[src/rtl/gcd_serial_if_if.sv]
// rtl/gcd_serial_if_if.sv - digit-serial operand/result bus for the GCD engine
interface gcd_serial_if_if #(
  parameter int D = 4
);
  logic [D-1:0] in_dig;
  logic         in_val;
  logic         in_rdy;
  logic [D-1:0] out_dig;
  logic         out_val;
  logic         out_rdy;
  logic         busy;

  modport master (
    output in_dig,
    output in_val,
    output out_rdy,
    input  in_rdy,
    input  out_dig,
    input  out_val,
    input  busy
  );

  modport slave (
    input  in_dig,
    input  in_val,
    input  out_rdy,
    output in_rdy,
    output out_dig,
    output out_val,
    output busy
  );
endinterface

[src/rtl/gcd_serial_if.sv]
// rtl/gcd_serial_if.sv - subtractive GCD with digit-serial operand load and result drain
module gcd_serial_if #(
  parameter int W = 16,
  parameter int D = 4
) (
  input  logic           clk,
  input  logic           reset_n,
  gcd_serial_if_if.slave bus
);
  localparam int N  = W / D;
  localparam int CW = $clog2(2 * N + 1);

  localparam logic [CW-1:0] CNT_ONE  = CW'(1);
  localparam logic [CW-1:0] CNT_N    = CW'(N);
  localparam logic [CW-1:0] LAST_IN  = CW'(2 * N - 1);
  localparam logic [CW-1:0] LAST_OUT = CW'(N - 1);

  typedef enum logic [1:0] {
    LOAD = 2'd0,
    CALC = 2'd1,
    SEND = 2'd2
  } state_t;

  state_t        state_q, state_d;
  logic [W-1:0]  a_q, a_d;
  logic [W-1:0]  b_q, b_d;
  logic [W-1:0]  res_q, res_d;
  logic [CW-1:0] cnt_q, cnt_d;

  logic          in_rdy;
  logic          out_val;
  logic          busy;
  logic [D-1:0]  out_dig;
  logic          in_xfer;
  logic          out_xfer;

  always_ff @(posedge clk) begin
    if (!reset_n) begin
      state_q <= LOAD;
      a_q     <= '0;
      b_q     <= '0;
      res_q   <= '0;
      cnt_q   <= '0;
    end else begin
      state_q <= state_d;
      a_q     <= a_d;
      b_q     <= b_d;
      res_q   <= res_d;
      cnt_q   <= cnt_d;
    end
  end

  assign in_xfer  = bus.in_val && in_rdy;
  assign out_xfer = out_val && bus.out_rdy;

  always_comb begin
    state_d = state_q;
    a_d     = a_q;
    b_d     = b_q;
    res_d   = res_q;
    cnt_d   = cnt_q;
    unique case (state_q)
      LOAD: begin
        if (in_xfer) begin
          // First N digits build A, the next N build B, MSD first.
          if (cnt_q < CNT_N) begin
            a_d = (a_q << D) | W'(bus.in_dig);
          end else begin
            b_d = (b_q << D) | W'(bus.in_dig);
          end
          if (cnt_q == LAST_IN) begin
            cnt_d   = '0;
            state_d = CALC;
          end else begin
            cnt_d = cnt_q + CNT_ONE;
          end
        end
      end
      CALC: begin
        if (a_q < b_q) begin
          a_d = b_q;
          b_d = a_q;
        end else if (b_q != '0) begin
          a_d = a_q - b_q;
        end else begin
          res_d   = a_q;
          cnt_d   = '0;
          state_d = SEND;
        end
      end
      SEND: begin
        if (out_xfer) begin
          // Shifting left keeps the next digit in the top slot; drained result ends at zero.
          res_d = res_q << D;
          if (cnt_q == LAST_OUT) begin
            cnt_d   = '0;
            state_d = LOAD;
          end else begin
            cnt_d = cnt_q + CNT_ONE;
          end
        end
      end
      default: begin
        state_d = LOAD;
        cnt_d   = '0;
      end
    endcase
  end

  always_comb begin
    in_rdy  = (state_q == LOAD);
    out_val = (state_q == SEND);
    busy    = (state_q == CALC);
    out_dig = res_q[W-1 -: D];
  end

  assign bus.in_rdy  = in_rdy;
  assign bus.out_val = out_val;
  assign bus.busy    = busy;
  assign bus.out_dig = out_dig;
endmodule

[src/flat_wrapper.sv]
// flat-port wrapper written by rule: the top's interface ports become plain ports
module gcd_serial_if_flat 
#(
  parameter int W = 16,
  parameter int D = 4
)
  (clk, reset_n, bus_in_dig, bus_in_val, bus_out_rdy, bus_in_rdy, bus_out_dig, bus_out_val, bus_busy);
  gcd_serial_if_if #(.D(D)) bus_i ();
  input  logic clk;
  input  logic reset_n;
  input wire logic [$bits(bus_i.in_dig)-1:0] bus_in_dig;
  input wire logic [$bits(bus_i.in_val)-1:0] bus_in_val;
  input wire logic [$bits(bus_i.out_rdy)-1:0] bus_out_rdy;
  output wire logic [$bits(bus_i.in_rdy)-1:0] bus_in_rdy;
  output wire logic [$bits(bus_i.out_dig)-1:0] bus_out_dig;
  output wire logic [$bits(bus_i.out_val)-1:0] bus_out_val;
  output wire logic [$bits(bus_i.busy)-1:0] bus_busy;
  assign bus_i.in_dig = bus_in_dig;
  assign bus_i.in_val = bus_in_val;
  assign bus_i.out_rdy = bus_out_rdy;
  assign bus_in_rdy = bus_i.in_rdy;
  assign bus_out_dig = bus_i.out_dig;
  assign bus_out_val = bus_i.out_val;
  assign bus_busy = bus_i.busy;
  gcd_serial_if #(.W(W), .D(D)) u_core (.clk(clk), .reset_n(reset_n), .bus(bus_i));
endmodule
[config.mk]
export PLATFORM = sky130hd
export DESIGN_NAME = gcd_serial_if_flat
export DESIGN_NICKNAME = d
export VERILOG_FILES = /design/src/rtl/gcd_serial_if_if.sv /design/src/rtl/gcd_serial_if.sv /design/src/flat_wrapper.sv
export SDC_FILE = /design/constraint.sdc
export NUM_CORES = 1
export LEC_CHECK = 0
export CORE_ASPECT_RATIO = 0.7
export CORE_MARGIN = 3
export CORE_UTILIZATION = 30
export DETAILED_ROUTE_END_ITERATION = 16
export HOLD_SLACK_MARGIN = 0.03
export PLACE_DENSITY = 0.48
export SYNTH_ARGS = -nofsm -noshare
export SYNTH_HDL_FRONTEND = slang
export SYNTH_SLANG_ARGS = --single-unit
export TNS_END_PERCENT = 10
[constraint.sdc]
create_clock -name clk -period 7.4 [get_ports clk]
set_clock_uncertainty 0.1 [all_clocks]
set_input_delay 1.85 -clock clk [delete_from_list [all_inputs] [get_ports clk]]
set_output_delay 1.85 -clock clk [all_outputs]
set_load 0.02 [all_outputs]
* After elaboration in Yosys (flattened, before gate mapping)
Cells that the tools add are included.
Operators by class: add/subtract/negate cells 2, multiply operators 0, divide/modulo/power cells 0, order comparisons 2, equality and inequality tests 14, shifts and indexed selects 0, mux-type cells 27, bitwise gates (word level) 2, reduce and logical (&&, ||, !) cells 11
Operators by type and width (count):
- $mux 16 | 10
- $pmux 16 s2 | 3
- $or 16x4->16 | 2
- $mux 4 | 6
- $lt 16x16->1 | 1
- $ne 2x2->1 const B | 8
- $reduce_and 4->1 | 4
- $reduce_bool 16->1 | 1
- $sub 16x16->16 | 1
- $mux 2 | 6
- $pmux 4 s3 | 1
- $pmux 2 s3 | 1
- $reduce_and 6->1 | 1
- $add 4x1->4 const B | 1
- $eq 4x2->1 const B | 1
- $eq 4x3->1 const B | 1
- $lt 4x3->1 const B | 1
- $reduce_bool 2->1 | 2
- $ne 3x1->1 const B | 1
- $eq 2x1->1 const B | 1
- $eq 2x2->1 const B | 1
- $logic_and 1x1->1 | 2
- $logic_not 2->1 | 1
- $ne 2x1->1 const B | 1
Storage, ports and cells: register bits after elaboration 54, latch bits 0, memory bits (writable) 0, bits in read-only memories 0, input port bits 8, output and inout bits 7, word-level logic and storage cells 63, memories kept 0

* Depth between registers and ports, before layout
Gate-level depths: netlist of the first run.
depth after elaboration 4, depth in mapped cells 11, gate-level depth less buffers 10

* Worst setup path after synthesis of the first run
OpenSTA, ideal clock, no wires.
path kind register to output, from register u_core.state_q[1], to output bus_busy, arrival time 1.468 ns, data required time 5.450 ns, slack 3.982 ns, cell stages (with the launch flop) 6, buffers on the path 3, cell sequence dfxtp_1 > clkbuf_1 > nand2b_1 > clkbuf_1 > inv_1 > clkbuf_1
On the way: longest elaborated chain between the ends 1
Ends and longest elaborated chain:
- start: declaration | RTL line gcd_serial_if.sv:24 | state_t state_q, state_d;
- start signal: assignment | RTL line gcd_serial_if.sv:45 | state_q <= state_d;
- $eq 2x1->1 | RTL line gcd_serial_if.sv:113 | busy = (state_q == CALC);
- end: declaration | RTL line flat_wrapper.sv:17 | output wire logic [$bits(bus_i.busy)-1:0] bus_busy;
No other way between the ends.

* Worst setup path in the final report of the first run
Same ends and word-level chain as after synthesis.

==> metrics.csv, run 1 <==
metric,value,unit
dpl_cell_area,3920,µm²
ys_top_cells_by_area,"dfxtp_1, a211oi_1, nand2_1",
drc_errors,0,
fillCellCount,1246,
dpl.hpwl,8.61,mm
core,11900,µm²
final_antenna_net_count,0,
yosysWarnings,0,
yosysSeqAreaShare,29.3,%
routed_via_density,5.69,
synth_top_family_by_area,compound AO/OA/AOI/OAI gates,
synth.avg_cell_area,7.88,µm²
numCtsBuffers,5,
drv_cap,0,
num_rows,33,
period_needed,5.08,ns
yosysMostFrequentCell,nand2_1,
drtPass1Iterations,4,
layout-drive-gt1-share,6.48,%
clk-insertion-delay-late,0.30,ns
setup-tns-final,0,ns
synthesis.nets,494,
critPathArrivalTime,3.13,ns
synthArstFlopShare,0,%
synth-adder-area-share,6.31,%
die_w,139,µm
cts_tree,built,
grt-ovfl-total,0,
synth_compound_area_share,36.5,%
die_h,98.8,µm
status,finished clean,
antenna_found_initial,0,
regArea,1080,µm²
place_congestion,0.834,
antenna_cells,0,
port_buffers,14,
htreeDepth,2,
hp-class,reg2reg,
ir_worst_vdd,0.100,mV
synthSimpleGateAreaFrac,19.6,%
slowest_delay,1.04,ns
synth_seq_cells,54,
final_nets,488,
gr-usage-all-layers,17.0,%
final-max-slew-violation-count,0,
cp-start-kind,flop,
synthCells,468,
drt-initial-drc-count,365,
wl,11.7,mm
worstMarginPinSlew,1.08,ns
cts.sinks,54,
cp_cell_sequence,"nand2b_1, inv_1, buf_4, clkdlybuf4s50_1",
cts-resized-gates,0,
synth_edf_count,0,
start_util,31.1,%
whs,0.380,ns
grt_max_degree,52,
synth_common_cells,"nand2_1, dfxtp_1, a211oi_1",
critical_path_required,5.45,ns
crit_fanout,51,
grt_pass1_vias,3369,
cellPowerDensity,181,nW/µm²
syn_area,3690,µm²
clk_pin_slew_worst_paths,0.08,ns
io_pins,15,
wl_per_cell,18.9,µm
rsz0062_at_grt,no,
synth_top_cell_by_area,dfxtp_1,
die_area,13700,µm²
postCtsSetupBuffers,0,
synth_cell_types,59,
setup_viol,0,
grt_pass1_wl,18.9,mm
max_freq,0.197,GHz
max_slew_margin,27.9,%
ys.flop_type,dfxtp_1,
leakagePower,1.41,nW
clockBufferDepth,2,
area_growth,10.2,%
end_kind,output port,
num_vias,3529,
postCtsHoldBufs,0,
period_share,68.6,%
cts-root-buf,clkbuf_16,
postLayoutCellArea,4070,µm²
finalHoldViolCount,0,
multi_input_area,2360,µm²
critPathSlowestCell,dfxtp_1,
synth_top_area_share,29.3,%
synthMuxAreaShare,0.271,%
worstSetupPathType,reg2out,
synthXorXnorAreaFrac,1.42,%
-- placed cells by master, fill, tap and decap left out, drive strengths merged, types with 4 or more instances in the layout --
master	netlist	layout
a22o	4	4
o31ai	5	5
nor3	14	14
a21o	8	8
dfxtp	54	54
o31a	4	4
o32ai	5	5
nand2b	7	7
and3	6	6
clkbuf	21	5
xor2	4	4
nand2	66	66
nand4	6	6
clkdlybuf4s50	0	14
inv	22	23
a211oi	38	38
o211ai	11	11
nand3	9	9
o21ai	36	36
a311oi	19	19
ha	17	17
buf	13	7
a21oi	15	15
nor2b	4	4
nor2	35	35
o21a	6	6
-- per-layer routing --
| layer | GRT usage [%] | vias up | share of wire [%] |
|---|---|---|---|
| met5 | 0 | - | 0 |
| met4 | 2.73 | 0 | 0.99 |
| met3 | 3.49 | 11 | 5.5 |
| met2 | 23.8 | 95 | 40 |
| met1 | 26.9 | 1671 | 54 |
| li1 | - | 1752 | - |
-- sequential cells by signal, indices dropped and copies added (netlist names) --
name            cells
u_core.state_q      2
u_core.a_q         16
u_core.cnt_q        4
u_core.res_q       16
u_core.b_q         16
-- final timing paths --
check                          to              start  depth (start not counted)  slack (ns)
setup / recovery         bus_busy  u_core.state_q[1]                          4        2.32
hold / removal    u_core.res_q[9]    u_core.res_q[5]                          2        0.38
setup reg to reg    u_core.a_q[0]      u_core.a_q[0]                         11        3.64
hold reg to reg   u_core.res_q[9]    u_core.res_q[5]                          2        0.38
-- report_power, final --
group / internal [W] / leakage (nW) / switching, W
clock: 0.000127 / 0.0664 / 0.000120
sequential: 0.000297 / 0.437 / 0.00000908
combinational: 0.0000646 / 0.904 / 0.000119
-- cells by family after synthesis --
family,Yosys count
buffers and inverters,56
and+or+nand+nor,158
muxes,1
DFF,54
AOI/OAI and AO/OA,175
adders and majority gates,18
xor gates and xnor gates,6
-- critical path: cells and delay by family, from the launching register on --
family / cells / cell delay [ns]
DFF: 1 / 1.04
buffers and inverters: 3 / 1.00
and+or+nand+nor: 1 / 0.76
-- metrics by stage --
step | total power (W) | setup slack [ns] | utilization [%] | instances
finish | 0.000737 | 2.32 | 34.3 | 620
detailed placement | 0.000493 | 2.69 | 33.1 | 612
global route | 0.000770 | 2.13 | 34.3 | 620
CTS | 0.000738 | 2.37 | 34.3 | 620
floorplan | 0.000440 | 3.98 | - | 468
global placement | 0.000493 | 2.75 | 33.1 | 612
-- final cells by class --
cell class	instances	share of cell area, %
Tap cell	157	4.83
Sequential cell	54	26.6
Inverter	22	2.03
Timing Repair Buffer	21	4.74
Clock inverter	3	0.585
Clock buffer	5	3.08
Multi-Input combinational cell	358	58.2
Power figures use the tool's default switching activity.
==> run 2, diff against run 1 <==
==> constraint.sdc (replaced) <==
create_clock -name clk -period 4.8 [get_ports clk]
set_clock_uncertainty 0.1 [all_clocks]
set_input_delay 1.2 -clock clk [delete_from_list [all_inputs] [get_ports clk]]
set_output_delay 1.2 -clock clk [all_outputs]
set_load 0.02 [all_outputs]
==> run 2 against run 1 <==
Critical path type is now reg2reg. Clock power increased by 58%. Highest routed layer unchanged. Flip-flop and latch count unchanged. Final area increased by 0.49%. Largest power group unchanged. Largest cell class unchanged. Die area unchanged.
==> metrics.csv, run 2 (synthesized netlist as in run 1, its figures left out) <==
metric,value,unit
min_from,u_core.res_q[1],
num_rows,33,
period_share,81.5,%
wl,12.1,mm
rsz0062_at_grt,no,
core,11900,µm²
final-max-slew-violation-count,0,
whs_path_depth,2,
top_regs,"u_core.a_q: 16 flops, u_core.b_q: 16 flops, u_core.res_q: 16 flops",
cp_top_family,compound AO/OA/AOI/OAI gates,
die_w,139,µm
layout-drive-gt1-share,6.88,%
start_util,31.1,%
finalHoldViolCount,0,
worstMarginPinSlew,1.18,ns
area_growth,10.8,%
routed_via_density,5.85,
ir_worst_vdd,0.143,mV
cts-root-buf,clkbuf_16,
die_h,98.8,µm
worstSetupPathType,reg2reg,
status,finished clean,
final.setup.worst_slack,0.888,ns
clk_pin_slew_worst_paths,0.08,ns
p_switching,0.000386,W
postCtsHoldBufs,0,
pwr-share-clk,34.3,%
period_needed,3.91,ns
p_int,0.000752,W
crit_fanout,17,
max_slew_margin,21.1,%
grt-ovfl-total,0,
cts_tree,built,
hold_path_end,u_core.res_q[5],
cts-resized-gates,0,
ff2ff_setup_slack,0.89,ns
postLayoutCellArea,4090,µm²
critical_path_required,4.91,ns
grt_pass1_vias,3347,
numCtsBuffers,5,
seqPwrFrac,41.4,%
clk-insertion-delay-late,0.31,ns
hp-class,reg2reg,
r2r_end,u_core.b_q[11],
leakagePower,1.43,nW
setup_viol,0,
drtPass1Iterations,5,
reg2reg_from,u_core.a_q[5],
gr-usage-all-layers,17.6,%
layout_commonest_cell,nand2_1,
power,0.00114,W
io_pins,15,
grt_max_degree,51,
dpl_cell_area,3930,µm²
slowest_delay,1.08,ns
postCtsSetupBuffers,0,
dpl.hpwl,8.80,mm
whs,0.382,ns
critical_path_buf_inv_count,0,
max_freq,0.256,GHz
htreeDepth,2,
antenna_cells,0,
r2r_cells,8,
wl_per_cell,19.5,µm
die_area,13700,µm²
port_buffers,14,
final_antenna_net_count,0,
cp_cell_sequence,"ha_1, a21oi_1, nor2b_4, a21oi_4, a2111oi_4, o21ai_4, a21o_1, a211oi_1",
swShare,33.9,%
antenna_found_initial,0,
drt-initial-drc-count,376,
final_nets,490,
final_cell_mix,"nand2_1, dfxtp_1, a211oi_1, nor2_1, o21ai_0",
drv_cap,0,
critPathSlowestCell,a2111oi_4,
drc_errors,0,
cts.sinks,54,
clockBufferDepth,2,
dp_slack,1.01,ns
num_vias,3640,
critPathArrivalTime,4.02,ns
combPwrFrac,24.4,%
cellPowerDensity,279,nW/µm²
end_kind,flop,
grt_pass1_wl,19.4,mm
place_congestion,0.847,
cp-start-kind,flop,
setup-tns-final,0,ns
## run 2: cell types whose count changed in the layout (fill, tap and decap cells not counted), sizes merged
cell      change
buf           +2
clkinvlp      -2
clkinv        +2
## run 2: layout make-up
cell class              instances  area (µm²)
clock buffers                   5         125
clock inverters                 3        28.8
fillers                      1227        7760
inverters                      22        82.6
multi-input cells             358        2360
flip-flops and latches         54        1080
well taps                     157         196
repair buffers                 23         208
## run 2: routing by layer
layer  part of all wire, %  GRT usage, %  vias up
met5                     0             0        -
li1                      -             -     1755
met3                   8.9          3.54       14
met4                   1.2          3.95        0
met1                    50          27.4     1695
met2                    40          24.8      176
## run 2: worst max-delay path by stage
stage	from	to	slack (ns)	cells past startpoint
after CTS	u_core.a_q[5]	u_core.b_q[6]	0.98	8
after global routing	u_core.a_q[5]	u_core.b_q[11]	0.70	8
after floorplan	u_core.a_q[0]	u_core.a_q[1]	1.96	11
after global placement	u_core.a_q[5]	u_core.b_q[7]	1.17	8
after detailed placement	u_core.a_q[5]	u_core.b_q[11]	1.01	8
final	u_core.a_q[5]	u_core.b_q[11]	0.89	8
## run 2: tightest hold or removal path: stages (launching register included)
cell	delay [ns]
dfxtp_1	0.32
nand2_1	0.05
a311oi_1	0.07
## run 2: power by group through the flow
stage	clock network, W	logic [W]	registers [W]
3_5_place_dp	0	0.000269	0.000481
4_1_cts	0.000399	0.000271	0.000471
6_report	0.000390	0.000278	0.000471
5_1_grt	0.000412	0.000304	0.000472
2_1_floorplan	0	0.000203	0.000475
3_3_place_gp	0	0.000268	0.000482
## run 2: through the flow
| step | instances | util [%] |
|---|---|---|
| 2_1_floorplan | 468 | - |
| 3_3_place_gp | 614 | 33.2 |
| 3_5_place_dp | 614 | 33.2 |
| 4_1_cts | 622 | 34.5 |
| 5_1_grt | 622 | 34.5 |
| 6_report | 622 | 34.5 |
==> run 3, diff against run 2 <==
--- a/config.mk
+++ b/config.mk
@@ -10,7 +10,7 @@
 export CORE_UTILIZATION = 30
 export DETAILED_ROUTE_END_ITERATION = 16
 export HOLD_SLACK_MARGIN = 0.03
-export PLACE_DENSITY = 0.48
+export PLACE_DENSITY = 0.5
 export SYNTH_ARGS = -nofsm -noshare
 export SYNTH_HDL_FRONTEND = slang
 export SYNTH_SLANG_ARGS = --single-unit
==> constraint.sdc (replaced) <==
create_clock -name clk -period 3.4 [get_ports clk]
set_clock_uncertainty 0.1 [all_clocks]
set_input_delay 0.85 -clock clk [delete_from_list [all_inputs] [get_ports clk]]
set_output_delay 0.85 -clock clk [all_outputs]
set_load 0.02 [all_outputs]
==> run 3 against run 2 <==
Clock power is 56% higher. Flip-flop and latch count stayed put. Non-clock buffer count is 22 higher. Maximum frequency is 21% higher. Sequential share of layout area is 1.2 points lower. Power is 49% higher. Utilization is 1.7 points higher. Global-route usage is 0.18 points higher. Count of clock-buffer cells in the layout stayed put. Routed wire length is 1.7% higher.
==> metrics.csv, run 3 (synthesized netlist as in run 1, its figures left out) <==
metric,value,unit
rsz0062_at_grt,no,
routed_via_density,5.71,
worstSetupPathType,reg2reg,
num_vias,3678,
hp-class,reg2reg,
cellPowerDensity,395,nW/µm²
final_antenna_net_count,0,
drc_errors,0,
core,11900,µm²
grt_pass1_vias,3331,
grt.busiest_layer,met1,
max_freq,0.309,GHz
layout-drive-gt1-share,11.3,%
top_regs,"u_core.a_q: 16 flops, u_core.b_q: 16 flops, u_core.res_q: 16 flops",
period_needed,3.24,ns
htreeDepth,2,
grt_max_degree,51,
finalHoldViolCount,0,
antenna_cells,0,
cts-root-buf,clkbuf_16,
final_cell_mix,"nand2_1, dfxtp_1, a211oi_1, nor2_1, o21ai_0",
dpl.hpwl,9.26,mm
antenna_found_initial,0,
cts_tree,built,
wl_per_cell,19.1,µm
met2_usage,25.2,%
clockBufferDepth,2,
critPathArrivalTime,3.38,ns
drv_cap,0,
final-max-slew-violation-count,0,
clk_pin_slew_worst_paths,0.07,ns
clk-insertion-delay-late,0.30,ns
setup-tns-final,0,ns
crit_fanout,10,
die_w,139,µm
cts-resized-gates,0,
leakagePower,1.55,nW
grt_pass1_wl,19.5,mm
cts.sinks,54,
wl,12.3,mm
use_met3,2.67,%
place_congestion,0.932,
drtPass1Iterations,5,
critical_path_required,3.54,ns
postCtsHoldBufs,0,
setup_viol,0,
drt-initial-drc-count,373,
postCtsSetupBuffers,0,
post-route-util,36.2,%
port_buffers,14,
num_rows,33,
period_share,95.3,%
die_h,98.8,µm
start_util,31.1,%
cp-start-kind,flop,
grtUsageMet1,28.5,%
ir_worst_vdd,0.282,mV
die_area,13700,µm²
whs,0.380,ns
grt-ovfl-total,0,
numCtsBuffers,5,
layout_commonest_cell,nand2_1,
io_pins,15,
worstMarginPinSlew,0.821,ns
area_growth,16.2,%
max_slew_margin,45.3,%
gr-usage-all-layers,17.8,%
end_kind,flop,
status,finished clean,
final_nets,512,
## run 3: metrics by stage
step | setup slack (ns) | power [W] | instances | instance area, µm²
floorplan | 0.558 | 0.000957 | 468 | 3690
global placement | 0.0860 | 0.00108 | 636 | 4110
detailed placement | 0.0579 | 0.00108 | 636 | 4110
CTS | 0.0439 | 0.00169 | 644 | 4280
global route | 0.0167 | 0.00177 | 644 | 4290
finish | 0.160 | 0.00169 | 644 | 4290
## run 3: final timing paths
check | start | end | slack [ns] | depth (start not counted)
worst max-delay path | u_core.b_q[7] | u_core.a_q[5] | 0.16 | 10
worst min-delay path | u_core.res_q[5] | u_core.res_q[9] | 0.38 | 2
worst min register to register | u_core.res_q[5] | u_core.res_q[9] | 0.38 | 2
worst max register to register | u_core.b_q[7] | u_core.a_q[5] | 0.16 | 10
## run 3: area by class of cell
class                   instances  area, µm²
fillers                      1256       7560
multi-input cells             358       2370
flip-flops and latches         54       1080
repair buffers                 45        385
well taps                     157        196
clock buffers                   5        125
inverters                      22       82.6
clock inverters                 3       47.5
## run 3: metal layers
metal / up-vias / wire length [µm]
met5: - / 0
met4: 0 / 68
met3: 6 / 745
met2: 115 / 5050
met1: 1753 / 6450
li1: 1804 / -
## run 3: worst max-delay path: stages, from the launching register on
cell,delay (ns)
dfxtp_1,0.37
inv_1,0.09
ha_1,0.41
a21o_1,0.26
nor2b_4,0.15
a21oi_4,0.10
a2111oi_4,0.80
o31ai_1,0.27
buf_4,0.21
a221oi_1,0.26
a32o_1,0.16
## run 3: power breakdown
part	leakage [nW]	switching, W	internal, W
logic	1.02	0.000257	0.000164
registers	0.437	0.0000150	0.000645
clock network	0.0844	0.000257	0.000352
total	1.55	0.000529	0.00116
